## config.mk

```make
export PLATFORM = sky130hd
export DESIGN_NAME = output_compare_flat
export DESIGN_NICKNAME = d
export VERILOG_FILES = /design/src/rtl/timer_pkg.sv /design/src/rtl/output_compare_if.sv /design/src/rtl/oc_shadow_reg.sv /design/src/rtl/output_compare.sv /design/src/flat_wrapper.sv
export SDC_FILE = /design/constraint.sdc
export NUM_CORES = 1
export LEC_CHECK = 0
export BUFFER_PORTS_ARGS = -buffer_cell sky130_fd_sc_hd__clkbuf_2
export CORE_ASPECT_RATIO = 0.5
export CORE_MARGIN = 10
export CORE_UTILIZATION = 23
export CTS_BUF_LIST = sky130_fd_sc_hd__clkbuf_4 sky130_fd_sc_hd__clkbuf_8
export DETAILED_ROUTE_END_ITERATION = 7
export PLACE_DENSITY = 0.41
export SYNTH_ARGS = -nofsm -noshare
export SYNTH_HDL_FRONTEND = slang
export SYNTH_SLANG_ARGS = --single-unit
export TNS_END_PERCENT = 100
```

## constraint.sdc

```tcl
create_clock -name clk -period 1.5 [get_ports clk]
set_input_delay 0.15 -clock clk [delete_from_list [all_inputs] [get_ports clk]]
set_output_delay 0.15 -clock clk [all_outputs]
set_load 0.01 [all_outputs]
```

## src/rtl/timer_pkg.sv

```systemverilog
// rtl/timer_pkg.sv - shared timer definitions for input_capture and output_compare
package timer_pkg;

  localparam int TIMER_WIDTH = 8;

  typedef enum logic [1:0] {
    MODE_TOGGLE = 2'b00,
    MODE_SET    = 2'b01,
    MODE_CLEAR  = 2'b10,
    MODE_PWM    = 2'b11
  } oc_mode_e;

endpackage

```

## src/rtl/output_compare_if.sv

```systemverilog
// rtl/output_compare_if.sv - control and status bundle of the output-compare channel
interface output_compare_if
  import timer_pkg::*;
#(
  parameter int WIDTH = TIMER_WIDTH
) ();

  logic             en;
  logic [1:0]       mode;
  logic [WIDTH-1:0] cmpVal;
  logic [WIDTH-1:0] period;
  logic             load;
  logic [WIDTH-1:0] cnt;
  logic             sig;
  logic             intFlag;
  logic             rstIntFlag;
  logic             wrap;

  modport master (
    output en, mode, cmpVal, period, load, rstIntFlag,
    input  cnt, sig, intFlag, wrap
  );

  modport slave (
    input  en, mode, cmpVal, period, load, rstIntFlag,
    output cnt, sig, intFlag, wrap
  );

endinterface

```

## src/rtl/oc_shadow_reg.sv

```systemverilog
// rtl/oc_shadow_reg.sv - double-buffered compare/period registers
// Pending values move to active immediately while stopped, otherwise only on a wrap edge.
module oc_shadow_reg
  import timer_pkg::*;
#(
  parameter int WIDTH = TIMER_WIDTH
) (
  input  logic             clk,
  input  logic             rst,
  input  logic             en,
  input  logic             load,
  input  logic [WIDTH-1:0] cmp_in,
  input  logic [WIDTH-1:0] period_in,
  input  logic             wrap_edge,
  output logic [WIDTH-1:0] active_cmp,
  output logic [WIDTH-1:0] active_period
);

  logic [WIDTH-1:0] pending_cmp;
  logic [WIDTH-1:0] pending_period;
  logic             pending_valid;
  logic             transfer;

  assign transfer = pending_valid && (!en || wrap_edge);

  always_ff @(posedge clk) begin
    if (rst) begin
      pending_cmp    <= '0;
      pending_period <= '0;
      pending_valid  <= 1'b0;
      active_cmp     <= '0;
      active_period  <= '1;
    end else begin
      if (transfer) begin
        active_cmp     <= pending_cmp;
        active_period  <= pending_period;
        pending_valid  <= 1'b0;
      end
      // A load on the transfer edge is kept for the next wrap, not this one.
      if (load) begin
        pending_cmp    <= cmp_in;
        pending_period <= period_in;
        pending_valid  <= 1'b1;
      end
    end
  end

endmodule

```

## src/rtl/output_compare.sv

```systemverilog
// rtl/output_compare.sv - timer output-compare / PWM generator
// Free-running counter vs double-buffered compare drives sig and a sticky match flag.
module output_compare
  import timer_pkg::*;
#(
  parameter int   WIDTH       = TIMER_WIDTH,
  parameter logic RESET_LEVEL = 1'b0
) (
  input  logic               clk,
  input  logic               rst,
  output_compare_if.slave    bus
);

  logic [WIDTH-1:0] cnt_q;
  logic             sig_q;
  logic             int_q;
  logic             wrap_q;
  logic [WIDTH-1:0] active_cmp;
  logic [WIDTH-1:0] active_period;
  logic             wrap_edge;
  logic             match;
  oc_mode_e         mode_sel;

  assign mode_sel  = oc_mode_e'(bus.mode);
  assign wrap_edge = bus.en && (cnt_q == active_period);
  assign match     = bus.en && (cnt_q == active_cmp);

  oc_shadow_reg #(.WIDTH(WIDTH)) u_shadow (
    .clk           (clk),
    .rst           (rst),
    .en            (bus.en),
    .load          (bus.load),
    .cmp_in        (bus.cmpVal),
    .period_in     (bus.period),
    .wrap_edge     (wrap_edge),
    .active_cmp    (active_cmp),
    .active_period (active_period)
  );

  always_ff @(posedge clk) begin
    if (rst) begin
      cnt_q  <= '0;
      sig_q  <= RESET_LEVEL;
      int_q  <= 1'b0;
      wrap_q <= 1'b0;
    end else begin
      wrap_q <= wrap_edge;
      if (bus.en) begin
        cnt_q <= wrap_edge ? '0 : cnt_q + 1'b1;
      end

      // PWM sets on the edge where cnt shows 0 after a wrap, so a match at 0 wins.
      if (match) begin
        case (mode_sel)
          MODE_TOGGLE: sig_q <= ~sig_q;
          MODE_SET:    sig_q <= 1'b1;
          MODE_CLEAR:  sig_q <= 1'b0;
          MODE_PWM:    sig_q <= 1'b0;
          default:     sig_q <= sig_q;
        endcase
      end else if (mode_sel == MODE_PWM && bus.en && wrap_q) begin
        sig_q <= 1'b1;
      end

      if (match) begin
        int_q <= 1'b1;
      end else if (bus.rstIntFlag) begin
        int_q <= 1'b0;
      end
    end
  end

  assign bus.cnt     = cnt_q;
  assign bus.sig     = sig_q;
  assign bus.intFlag = int_q;
  assign bus.wrap    = wrap_q;

endmodule

```

## src/flat_wrapper.sv

```systemverilog
// flat-port wrapper written by rule: the top's interface ports become plain ports
module output_compare_flat import timer_pkg::*;
#(
  parameter int   WIDTH       = TIMER_WIDTH,
  parameter logic RESET_LEVEL = 1'b0
)
  (clk, rst, bus_en, bus_mode, bus_cmpVal, bus_period, bus_load, bus_rstIntFlag, bus_cnt, bus_sig, bus_intFlag, bus_wrap);
  output_compare_if #(.WIDTH(WIDTH)) bus_i ();
  input  logic clk;
  input  logic rst;
  input wire logic [$bits(bus_i.en)-1:0] bus_en;
  input wire logic [$bits(bus_i.mode)-1:0] bus_mode;
  input wire logic [$bits(bus_i.cmpVal)-1:0] bus_cmpVal;
  input wire logic [$bits(bus_i.period)-1:0] bus_period;
  input wire logic [$bits(bus_i.load)-1:0] bus_load;
  input wire logic [$bits(bus_i.rstIntFlag)-1:0] bus_rstIntFlag;
  output wire logic [$bits(bus_i.cnt)-1:0] bus_cnt;
  output wire logic [$bits(bus_i.sig)-1:0] bus_sig;
  output wire logic [$bits(bus_i.intFlag)-1:0] bus_intFlag;
  output wire logic [$bits(bus_i.wrap)-1:0] bus_wrap;
  assign bus_i.en = bus_en;
  assign bus_i.mode = bus_mode;
  assign bus_i.cmpVal = bus_cmpVal;
  assign bus_i.period = bus_period;
  assign bus_i.load = bus_load;
  assign bus_i.rstIntFlag = bus_rstIntFlag;
  assign bus_cnt = bus_i.cnt;
  assign bus_sig = bus_i.sig;
  assign bus_intFlag = bus_i.intFlag;
  assign bus_wrap = bus_i.wrap;
  output_compare #(.WIDTH(WIDTH), .RESET_LEVEL(RESET_LEVEL)) u_core (.clk(clk), .rst(rst), .bus(bus_i));
endmodule
```

==> run metrics <==
status=finished with violations; failing checks=negative setup slack; detailed-route via count=2188; largest stage delay on the critical path=0.53 ns; clock insertion delay at the later pin of the skew report=0.30 ns; die width=164.2 µm; # clock sinks=44; share of flip-flops with an asynchronous set or reset=0%; die boundary height=92.10 µm; leak pwr=1.198 nW; unrepaired setup endpoints after global routing=true; Std-Cell Core Area=0.01018 mm²; detailed-router iteration count before antenna repair=4; CTS tree=yes; number of failing setup endpoints in the final timing report=7; Placer Congestion=0.6998; leading post-synthesis cells by cell area=dfxtp_1, mux2i_1, nor3b_1, xnor2_1, a211oi_1; family with the most delay on the worst path=simple AND/OR/NAND/NOR gates; post-route DRC violation count=0; average detailed-routed wire length per instance=about 16 µm; Fill cells=around 1000; number of register bits inferred by synthesis=44; shortest clock period the worst path allows after layout=1.533 ns; Fin. Hold Viols=0; data arrival time of the worst path=1.75 ns; buffering stage count on the worst path with inverters included=0; vias per cell=around 4.8; I/O pin count=34; CTS clk-pin slew, worst paths=0.09 ns; most used flip-flop cell after synthesis=dfxtp_1; data required time of the critical path=1.72 ns; non-filler instance count after layout=452; pin slew with the least headroom to its limit=between 1 and 1.5 ns; Design Power=2.760 mW; global-route wire length before repair=approximately 12000 µm; most frequent cell after synthesis=dfxtp_1; total length of routed wires=roughly 7400 µm; share of post-route cells with drive strength above 1=38.14%; IR Drop Worst-Case VDD=283.5 µV; top fanout value on the critical path=6; Cell Area, Synth=0.002391 mm²; combined global-route utilization of all metal layers=about a tenth; port buffer count=33; Worst Setup Slack, final=-0.03304 ns; starting density of the core=23.48%; post-detail-place hpwl=5307 µm; share of synthesized area occupied by flip-flops and latches=between 30% and 40%; Cell Chain, Critical Path=xnor2_4 -> nand4_4 -> or4_4 -> o311ai_4; number of DRC markers after the initial detailed-route iteration=135; CTS Hold Bufs=0; largest net degree at the start of global routing=52; share of synthesized cell area in full adder, half adder and majority cells=0.5233%; main combinational cell family by area after synthesis=simple AND/OR/NAND/NOR gates; number of levels in the clock H-tree=2; power per cell area=850.4 mW/mm²; largest area contributor in the synthesized netlist=dfxtp_1; Synth-to-Final Area Change=35.74%; final max-slew violation count=0; number of instances in the placed design=440; Setup Skew=~0.0050 ns; mux share of post-synthesis cell area=~6.7%; die area=between 0.015 and 0.02 mm²; Nets=335; category of the worst setup path capture point=flop; clock tree buffer depth=2; area share of and/or/nand/nor cells after synthesis=23.44%; area fraction of the dominant cell type after synthesis=36.84%; EDFF count, synth=0; post-synthesis xor/xnor area fraction=8.216%; Final TNS setup=-0.1066 ns; total overflow reported by the global router=0; synthesized instance count=approximately 270; Max stage delay cell, worst path=or4_4; via count of the first global-routing pass=between 2000 and 2500; Inserted Clock Buffers=5; Achievable Freq=652.3 MHz; number of inserted diodes=0; worst min-delay path class=input port to flop; list of most frequent post-synthesis cells=dfxtp_1, nand2_1, nor3b_1, nor2_1; Max-Slew Margin vs Limit=21.39%; Mapped Nets=289; initial antenna violation count=0; kind of start point of the critical path=flop; number of library cell types mapped by synthesis=40; area of combinational cells with multiple inputs=about 0.0016 mm²; storage element area=905.9 µm²; Core Rows=26; max-cap check violation count=0; Synth Area in Compound Gates=18.05%; Critical Setup Path Class=flop to flop; root cell of the clock tree=clkbuf_8; post-route ant nets=0; final worst path period share=102.2%; Avg Inst Size Synth=between 9 and 10 µm²; synthesis warning total=0
[final timing paths]
| kind | startpoint | slack [ns] | to | cells after the start |
|---|---|---|---|---|
| hold reg to reg | u_core.bus.intFlag | 0.47 | u_core.bus.intFlag | 2 |
| setup / recovery | u_core.u_shadow.active_period[6] | -0.03 | u_core.u_shadow.active_cmp[6] | 4 |
| setup reg to reg | u_core.u_shadow.active_period[6] | -0.03 | u_core.u_shadow.active_cmp[6] | 4 |
| hold / removal | bus_cmpVal[4] | 0.08 | u_core.u_shadow.pending_cmp[4] | 3 |
[layer usage]
layer | routed length [µm] | part of all wire, % | vias to the layer above | track usage [%]
met3 | 435 | 5.8 | 9 | 2.498
met1 | 3806 | 51 | 1048 | 14.29
met5 | 0 | 0 | - | 0
met2 | 3085 | 41 | 43 | 14.03
li1 | - | - | 1088 | -
met4 | 110 | 1.5 | 0 | 3.033
[cell usage in the layout (no fill, tap or decap), drive strengths merged, types with 3 or more instances in the layout]
master,n
dfxtp,44
clkbuf,39
buf,34
nand2,23
nor3b,19
nor2,18
mux2i,16
xnor2,16
a211oi,12
a31oi,8
nand3b,8
o31ai,8
or4,8
o311ai,8
a2111oi,8
nand4,6
a21oi,5
xor2,3
nor4b,3
o22ai,3
o21ai,3
and3,3
[area by class of cell]
type | instances | area share, %
repair buffers | 67 | 14.07
inverters | 3 | 0.3470
well taps | 140 | 5.397
flip-flops and latches | 44 | 27.91
multi-input cells | 190 | 48.54
clock buffers | 6 | 2.544
clock inverters | 2 | 1.195
[sequential cells by signal, indices dropped and copies added (netlist names)]
signal                          count
u_core.bus.cnt                      8
u_core.bus.intFlag                  1
u_core.bus.sig                      1
u_core.bus.wrap                     1
u_core.u_shadow.active_cmp          8
u_core.u_shadow.active_period       8
u_core.u_shadow.pending_cmp         8
u_core.u_shadow.pending_period      8
u_core.u_shadow.pending_valid       1
[worst register-to-register path, delay by kind of cell (launching register included)]
family                    cells  cell delay, ns
DFF                           1            0.37
and+or+nand+nor               2            0.72
xor gates and xnor gates      1            0.26
AOI/OAI and AO/OA             1            0.09
[logic make-up after synthesis]
family,Yosys count
simple gates,94
buf+inv,32
flops,44
fa+ha+maj,1
compound gates,59
mux,16
xor+xnor,19
[where the power goes]
| group | switching (mW) | internal [mW] | leakage (nW) |
|---|---|---|---|
| registers | 0.0797 | 1.24 | 0.363 |
| clock network | 0.440 | 0.545 | 0.0614 |
| logic | 0.228 | 0.231 | 0.773 |
| total | 0.748 | 2.01 | 1.20 |
[per-stage QoR]
step	setup WS, ns	hold WS (ns)	instance area (µm²)	util, %
floorplan	-0.03001	0.2972	2437	-
global placement	-0.1546	0.3876	2873	28.21
detailed placement	-0.1930	0.3954	2873	28.21
CTS	-0.02639	0.07056	3136	30.79
global route	-0.09738	0.09412	3246	31.88
finish	-0.03304	0.07647	3246	31.88
[timing repair]
action / in CTS / in global routing
gates resized for setup: 25 / 23
gates cloned: 1 / 0
pin swaps: 12 / 6
setup endpoints to repair: 23 / 21
setup buffers: 1 / 2
(Power assumes the default switching activity.)
